**src/rtl/fp_mult_pkg.sv**
```systemverilog
// rtl/fp_mult_pkg.sv - fixed-point multiplier defaults, types and Q8.24 constants
package fp_mult_pkg;

    localparam int DEFAULT_DATA_WIDTH      = 32;
    localparam int DEFAULT_FRACTIONAL_BITS = 24;
    localparam int DEFAULT_INTEGER_BITS    = DEFAULT_DATA_WIDTH - DEFAULT_FRACTIONAL_BITS;
    localparam int STATS_W                 = 16;

    typedef logic signed [DEFAULT_DATA_WIDTH-1:0] fixed_t;

    localparam fixed_t FIX_ZERO    = 32'h0000_0000;
    localparam fixed_t FIX_ONE     = 32'h0100_0000;
    localparam fixed_t FIX_HALF    = 32'h0080_0000;
    localparam fixed_t FIX_NEG_ONE = 32'hFF00_0000;

endpackage

```
**src/rtl/fp_mult.sv**
```systemverilog
// rtl/fp_mult.sv - signed fixed-point multiply, truncating, wrapping on overflow
module fp_mult #(
    parameter int DATA_WIDTH      = 32,
    parameter int FRACTIONAL_BITS = 24
) (
    input  logic signed [DATA_WIDTH-1:0] a,
    input  logic signed [DATA_WIDTH-1:0] b,
    output logic signed [DATA_WIDTH-1:0] p
);

    logic signed [2*DATA_WIDTH-1:0] full;
    logic                           unused_bits;

    assign full = a * b;
    // Dropping the low fractional bits truncates toward -inf; the top bits simply wrap.
    assign p           = full[DATA_WIDTH+FRACTIONAL_BITS-1:FRACTIONAL_BITS];
    assign unused_bits = ^{full[2*DATA_WIDTH-1:DATA_WIDTH+FRACTIONAL_BITS], full[FRACTIONAL_BITS-1:0]};

endmodule

```
**src/rtl/rr_arbiter.sv**
```systemverilog
// rtl/rr_arbiter.sv - round-robin arbiter with internal rotating priority pointer
module rr_arbiter #(
    parameter  int NUM_REQ = 4,
    localparam int ID_W    = $clog2(NUM_REQ)
) (
    input  logic               clk,
    input  logic               reset,
    input  logic [NUM_REQ-1:0] req,
    input  logic               enable,
    output logic [NUM_REQ-1:0] grant,
    output logic [ID_W-1:0]    idx
);

    logic [ID_W-1:0] rr_ptr;
    logic            found;
    int              j;

    // Scan from rr_ptr upward, wrapping, and take the first active request.
    always_comb begin
        grant = '0;
        idx   = '0;
        found = 1'b0;
        j     = 0;
        for (int k = 0; k < NUM_REQ; k++) begin
            j = int'(rr_ptr) + k;
            if (j >= NUM_REQ) begin
                j = j - NUM_REQ;
            end
            if (enable && !found && req[j]) begin
                found    = 1'b1;
                grant[j] = 1'b1;
                idx      = ID_W'(j);
            end
        end
    end

    always_ff @(posedge clk) begin
        if (reset) begin
            rr_ptr <= '0;
        end else if (|grant) begin
            rr_ptr <= (idx == ID_W'(NUM_REQ - 1)) ? '0 : idx + 1'b1;
        end
    end

endmodule

```
**src/rtl/fp_mult_arbiter.sv**
```systemverilog
// rtl/fp_mult_arbiter.sv - round-robin shared fixed-point multiplier, optional FP_MULT_ARB_STATS_EN counters
module fp_mult_arbiter
    import fp_mult_pkg::*;
#(
    parameter  int NUM_REQ         = 4,
    parameter  int DATA_WIDTH      = DEFAULT_DATA_WIDTH,
    parameter  int FRACTIONAL_BITS = DEFAULT_FRACTIONAL_BITS,
    localparam int ID_W            = $clog2(NUM_REQ)
) (
    input  logic                          clk,
    input  logic                          reset,
    input  logic [NUM_REQ-1:0]            req_valid,
    output logic [NUM_REQ-1:0]            req_ready,
    input  logic [NUM_REQ*DATA_WIDTH-1:0] req_a,
    input  logic [NUM_REQ*DATA_WIDTH-1:0] req_b,
    output logic                          rsp_valid,
    input  logic                          rsp_ready,
    output logic [ID_W-1:0]               rsp_id,
    output logic [DATA_WIDTH-1:0]         rsp_data
`ifdef FP_MULT_ARB_STATS_EN
    ,
    output logic [NUM_REQ*STATS_W-1:0]    grant_count
`endif
);

    logic                         s1_valid;
    logic signed [DATA_WIDTH-1:0] s1_a;
    logic signed [DATA_WIDTH-1:0] s1_b;
    logic [ID_W-1:0]              s1_id;
    logic                         s2_valid;
    logic [DATA_WIDTH-1:0]        s2_data;
    logic [ID_W-1:0]              s2_id;

    logic                         s1_adv;
    logic                         s2_adv;
    logic                         arb_enable;
    logic [NUM_REQ-1:0]           grant;
    logic [ID_W-1:0]              grant_idx;
    logic signed [DATA_WIDTH-1:0] a_sel;
    logic signed [DATA_WIDTH-1:0] b_sel;
    logic signed [DATA_WIDTH-1:0] product;

    assign s2_adv     = !s2_valid || rsp_ready;
    assign s1_adv     = !s1_valid || s2_adv;
    // Holding the arbiter off during reset keeps req_ready low so nothing is accepted.
    assign arb_enable = s1_adv && !reset;

    rr_arbiter #(
        .NUM_REQ (NUM_REQ)
    ) u_arb (
        .clk    (clk),
        .reset  (reset),
        .req    (req_valid),
        .enable (arb_enable),
        .grant  (grant),
        .idx    (grant_idx)
    );

    assign req_ready = grant;

    // One-hot grant lets the operand mux be a plain AND-OR.
    always_comb begin
        a_sel = '0;
        b_sel = '0;
        for (int i = 0; i < NUM_REQ; i++) begin
            if (grant[i]) begin
                a_sel = a_sel | req_a[i*DATA_WIDTH +: DATA_WIDTH];
                b_sel = b_sel | req_b[i*DATA_WIDTH +: DATA_WIDTH];
            end
        end
    end

    always_ff @(posedge clk) begin
        if (reset) begin
            s1_valid <= 1'b0;
            s1_a     <= '0;
            s1_b     <= '0;
            s1_id    <= '0;
        end else if (s1_adv) begin
            s1_valid <= |grant;
            s1_a     <= a_sel;
            s1_b     <= b_sel;
            s1_id    <= grant_idx;
        end
    end

    fp_mult #(
        .DATA_WIDTH      (DATA_WIDTH),
        .FRACTIONAL_BITS (FRACTIONAL_BITS)
    ) u_mult (
        .a (s1_a),
        .b (s1_b),
        .p (product)
    );

    always_ff @(posedge clk) begin
        if (reset) begin
            s2_valid <= 1'b0;
            s2_data  <= '0;
            s2_id    <= '0;
        end else if (s2_adv) begin
            s2_valid <= s1_valid;
            s2_data  <= product;
            s2_id    <= s1_id;
        end
    end

    assign rsp_valid = s2_valid;
    assign rsp_data  = s2_data;
    assign rsp_id    = s2_id;

`ifdef FP_MULT_ARB_STATS_EN
    logic [STATS_W-1:0] count_q [NUM_REQ];

    always_ff @(posedge clk) begin
        for (int i = 0; i < NUM_REQ; i++) begin
            if (reset) begin
                count_q[i] <= '0;
            end else if (grant[i] && (count_q[i] != {STATS_W{1'b1}})) begin
                count_q[i] <= count_q[i] + 1'b1;
            end
        end
    end

    always_comb begin
        grant_count = '0;
        for (int i = 0; i < NUM_REQ; i++) begin
            grant_count[i*STATS_W +: STATS_W] = count_q[i];
        end
    end
`else
`endif

endmodule
```
**config.mk**
```make
export PLATFORM = sky130hd
export DESIGN_NAME = fp_mult_arbiter
export DESIGN_NICKNAME = d
export VERILOG_FILES = /design/src/rtl/fp_mult_pkg.sv /design/src/rtl/fp_mult.sv /design/src/rtl/rr_arbiter.sv /design/src/rtl/fp_mult_arbiter.sv
export SDC_FILE = /design/constraint.sdc
export NUM_CORES = 2
export LEC_CHECK = 0
export ABC_CLOCK_PERIOD_IN_PS = 9420
export CORE_MARGIN = 4
export CORE_UTILIZATION = 60
export CTS_BUF_LIST = sky130_fd_sc_hd__clkbuf_16
export DETAILED_ROUTE_END_ITERATION = 8
export DONT_BUFFER_PORTS = 1
export PLACE_DENSITY_LB_ADDON = 0.12
export SLEW_MARGIN = 5
export SYNTH_ARGS = -nofsm -noshare
export SYNTH_HDL_FRONTEND = slang
export SYNTH_HIERARCHICAL = 1
export SYNTH_SLANG_ARGS = --single-unit
```
**constraint.sdc**
```tcl
create_clock -name clk -period 9.42 [get_ports clk]
set_input_delay 1.413 -clock clk [delete_from_list [all_inputs] [get_ports clk]]
set_output_delay 1.413 -clock clk [all_outputs]
set_load 0.03 [all_outputs]
```
== Word-level counts from Yosys, hierarchy flattened ==
Cells that the tools add are included.
W data, S select, Z words.

* Add/subtract/negate cells: 8
* $mul: 1
* Magnitude comparators: 12
* Equal/unequal tests: 1
* Multiplexer cells: 44
* Bitwise logic cells: 9
* Reduce and logical (&&, ||, !) cells: 21

{| class="wikitable"
|+ Operators by type and width
! operator !! number
|-
| $mux W32 || 12
|-
| $or A32 B32 Y32 || 6
|-
| $ge A32 B1 Y1 const B || 4
|-
| $lt A32 B4 Y1 const B || 4
|-
| $ge A32 B4 Y1 const B || 3
|-
| $sub A32 B4 Y32 const B || 3
|-
| $mul A32 B32 Y56 || 1
|-
| $mux W4 || 4
|-
| $mux W1 || 15
|-
| $logic_and A1 B1 Y1 || 12
|-
| $or A4 B4 Y4 || 3
|-
| $mux W2 || 5
|-
| $bmux W1 S2 || 4
|-
| $demux W1 S2 || 4
|-
| $add A2 B2 Y3 const B || 2
|-
| $logic_not A1 Y1 || 6
|-
| $reduce_or A4 Y1 || 1
|-
| $sub A2 B3 Y4 const B || 1
|-
| $add A2 B1 Y3 const B || 1
|-
| $ge A2 B3 Y1 const B || 1
|-
| $add A2 B1 Y2 const B || 1
|-
| $eq A2 B2 Y1 const B || 1
|-
| $logic_or A1 B1 Y1 || 2
|}

* Register bits after elaboration: 104
* Input bits: 263
* Output and inout bits: 39
* Word-level logic and storage cells: 104

== Longest topological paths before layout ==
* Depth after elaboration: 26
* Depth in mapped cells: 31
* Mapped depth without buffers: 29

== Hierarchy ==
Netlist, hierarchy kept.

{| class="wikitable"
|+ Modules (own cells, without submodules)
! module !! times used !! cells each !! area each (um^2) !! sequential area each (um^2)
|-
| fp_mult || 1 || 3497 || 32524.9 || 0.0
|-
| fp_mult_arbiter || 1 || 537 || 4962.3 || 2042.0
|-
| rr_arbiter || 1 || 78 || 648.1 || 40.0
|}

== Least setup slack after synthesis ==
OpenSTA, ideal clock, no wires.

* Path type: register to register
* Start point: register s1_a[31]
* End point: register s2_data[31] (netlist: rsp_data[31])
* Setup time: 0.070 ns
* Data arrival time: 7.397 ns
* Required time: 9.350 ns
* Slack: 1.953 ns
* Cell stages (with the launch flop): 26
* Path buffers: 1
* Clock period less this slack: 7.467 ns
* Cell sequence: dfxtp_1 clkbuf_1 nand2_1 inv_1 fa_1 fa_1 fa_1 inv_1 fa_1 inv_1 fa_1 fa_1 fa_1 fa_1 ha_1 a21o_1 a21o_1 a21o_1 a31o_2 a221o_1 a22o_1 a311oi_2 o21bai_2 xnor2_1 nand2_1 a21oi_1

* Longest elaborated chain between the ends: 1

{| class="wikitable"
|+ Ends and longest elaborated chain
! element !! RTL line !! RTL
|-
| from (decl) || fp_mult_arbiter.sv:27 || <nowiki>logic signed [DATA_WIDTH-1:0] s1_a;</nowiki>
|-
| from (signal assigned) || fp_mult_arbiter.sv:81 || <nowiki>s1_a <= a_sel;</nowiki>
|-
| $mul A32 B32 Y56 || fp_mult.sv:14 || <nowiki>assign full = a * b;</nowiki>
|-
| net product[31] || fp_mult_arbiter.sv:41 || <nowiki>logic signed [DATA_WIDTH-1:0] product;</nowiki>
|-
| to (signal assigned) || fp_mult_arbiter.sv:103 || <nowiki>s2_data <= product;</nowiki>
|-
| to (decl) || fp_mult_arbiter.sv:31 || <nowiki>logic [DATA_WIDTH-1:0] s2_data;</nowiki>
|}

The timed path passes the listed nets, and every way through them passes these cells.
A chain may end at the register's enable or synchronous reset.

== Final worst setup path ==
* Start point: register s1_a[10]
* End point: register s2_data[13] (netlist: rsp_data[13])

The elaborated chain is that of the path after synthesis.

==> results.md <==
- Mapped Nets: about 5500
- Cts hold-fix bufs: 0
- I/O Buffers: 0
- Number of synthesized flops with an enable pin: 0
- Post-CTS setup buffers: 0
- Wirelength per Cell: 22.2 um
- Row count: 92
- DPL Wire Length: 89100 um
- Crit. Startpoint: s1_a[10]
- # setup viols final: 0
- Critical path fanouts, max: 19
- GPL Wtd Cong: between 0.9 and 1
- CP required: just under 10 ns
- Outcome: finished clean
- Critical path class: flop to flop
- Mean Syn Cell Area: just over 9 um2
- Congestion Overflow GR: 0
- WL met1: 44000 um
- Buf/Inv on CP: 6
- Library cells used by synthesis: 75
- Fill count: between 5000 and 6000
- RSZ-0062 raised after global routing: no
- Met2 WL: ~48000 um
- Period minus WS final: 8.43 ns
- Multi-input gate area: 31600 um2
- CTS Buf Count: 9
- Vias in the first global route: 29700
- Final Util: between 60% and 70%
- DRT antenna net count: 0
- Crit path to: rsp_data[13]
- Largest net degree at the start of global routing: roughly 110
- Hold violation count in the final report: 0
- P per Cell Area: around 290 nW/um2
- CTS tree: yes
- Slew @ Worst Pin: around 1.2 ns
- LEAKAGE: 18.8 nW
- Cell depth of the worst setup path: 27
- DP Area: 38900 um2
- Most frequent cells in the layout: 982 x fa_1, 911 x inv_1, 618 x nand2_1
- Slew HR: 18.9%
- Ratio of cells with drive above 1 in the final layout: slightly above 5%
- Worst R2R End: rsp_data[13]
- DRC violations left: 0
- R2R Setup Slk: around 0.99 ns
- Worst IR drop on VDD: ~0.44 mV
- P&R area growth vs syn: 2.86%
- Mapped cell area: 38100 um2
- Final Cycle Share: 89.5%
- Met3 routed WL: about 11000 um
- Syn Inst Count: between 4000 and 5000
- Clock Path Buffers: 2
- Vias per cell: 5.69
- # nets final: around 5400
- Initial DRC Count: roughly 2000
- Die height: between 200 and 300 um
- Clk_lat worst skew: approximately 0.38 ns
- Worst path slowest cell: dfxtp_1
- Sequential Area: between 2000 and 2500 um2
- Design area: 39200 um2
- Core ar.: between 60000 and 70000 um2
- Clock Root Buffer: clkbuf_16
- Setup TNS: 0 ns
- CP endpoint kind: flop
- Yosys warns: 6
- Most common cell after layout, fill and taps aside: fa_1
- Global Route Usage Sum: between 30% and 40%
- Worst path max stage delay: 0.91 ns
- Sequential area share after synthesis: between 5 and 6%
- Crit start category: flop
- Initial cell density of the core: slightly above 60%
- Pins Over Slew Limit: 0
- Vias: 27400
- Overall power: between 10 and 15 mW
- Top Metal Used: met5
- Most frequent CP cell: fa_1
- Drt total wl: 107000 um
- Worst min path class: flop to flop
- Initial antenna violation count: 7
- First-pass GRT wire length: 169000 um
- Total of max-cap violations: 0
- Worst r2r path cells: 27
- Clock sink count: 104
- Worst r2r src: s1_a[10]
- Worst Skew: 0.0120 ns
- Pre-antenna DRT Iters: 8
- Crit-path leading delay family: adder cells
- Fmax: between 100 and 150 MHz
- Clock slew at reported path FFs: ~0.080 ns
- Boundary Pins: 302
- Worst EP arrival: around 9 ns
- Most common flop cell mapped by yosys: dfxtp_1
- Max H-tree Level: 3
- Register bit total from synthesis: around 100
- Chip width: approximately 260 um
- Fraction of registers with async set/reset: 0%
- Post_cts resized: 0
- Die area: a little under 70000 um2
-- where the power goes --
group	internal (mW)	switching (mW)	total (mW)
sequential	0.610	0.677	1.29
clock	0.215	0.204	0.419
combinational	3.79	5.81	9.60
total	4.61	6.69	11.3
-- how the worst min path moves through the flow --
stage	start	endpoint	slack (ns)	cells past startpoint
final	s1_id[1]	s1_id[1]	0.46	2
after CTS	s1_id[1]	s1_id[1]	0.46	2
after global placement	s1_id[1]	s1_id[1]	0.44	2
after global routing	s1_id[0]	s1_id[0]	0.46	2
after detailed placement	s1_id[0]	s1_id[0]	0.44	2
after floorplan	s1_id[1]	s1_id[1]	0.43	2
-- flip-flops by register name, indices dropped and copies added (netlist names) --
signal and cells:
rsp_data 32, rsp_id 2, rsp_valid 1, s1_a 32
s1_b 32, s1_id 2, s1_valid 1, u_arb/rr_ptr 2
-- synthesized netlist by cell type, types with 30 or more instances --
| cell | number | area, um2 |
|---|---|---|
| clkbuf_1 | 222 | 833 |
| fa_1 | 982 | 19700 |
| nand2_1 | 618 | 2320 |
| a22oi_1 | 66 | 495 |
| and2_1 | 453 | 2830 |
| a211oi_1 | 40 | 300 |
| xnor2_1 | 42 | 368 |
| dfxtp_1 | 104 | 2080 |
| inv_1 | 911 | 3420 |
| ha_1 | 180 | 2250 |
| a21oi_1 | 76 | 380 |
| a211oi_2 | 33 | 413 |
| a221oi_1 | 34 | 298 |
| nor2_1 | 104 | 390 |
| a221oi_2 | 30 | 450 |
-- cell families (layout without fill, tap and decap cells) --
group                      after synthesis  after routing  synth area share [%]
xor gates and xnor gates                59             59                  1.36
DFF                                    104            104                  5.46
adders and majority gates             1162           1162                  57.5
muxes                                    7              7                 0.233
and+or+nand+nor                       1234           1234                  15.6
AOI/OAI and AO/OA                      377            377                  8.19
buffers and inverters                 1169           1024                  11.8
other                                    0              4                     0
-- area by class of cell --
type,count,share of cell area [%]
multi-input cells,2839,80.6
clock buffers,9,0.574
clock inverters,7,0.252
flip-flops and latches,104,5.31
repair buffers,97,1.86
diodes,4,0.0255
well taps,846,2.70
inverters,911,8.72
-- worst min-delay path, delay by kind of cell, from the launching register on --
kind            cells  cell delay [ns]
flops               1             0.32
compound gates      1             0.05
simple gates        1             0.05
-- through the flow --
step,setup WS [ns],std cells,hold WS [ns]
floorplan,1.95,4112,0.432
global placement,1.22,4797,0.435
detailed placement,1.03,4797,0.443
CTS,1.01,4813,0.457
global route,0.610,4817,0.465
finish,0.988,4817,0.457
-- per-layer routing --
| layer | GRT usage [%] | up-vias |
|---|---|---|
| met3 | 9.05 | 204 |
| met4 | 9.94 | 4 |
| met1 | 46.3 | 14100 |
| met5 | 0 | - |
| li1 | - | 11800 |
| met2 | 50.4 | 1215 |
No activity file was read; power rests on OpenSTA's default activity.
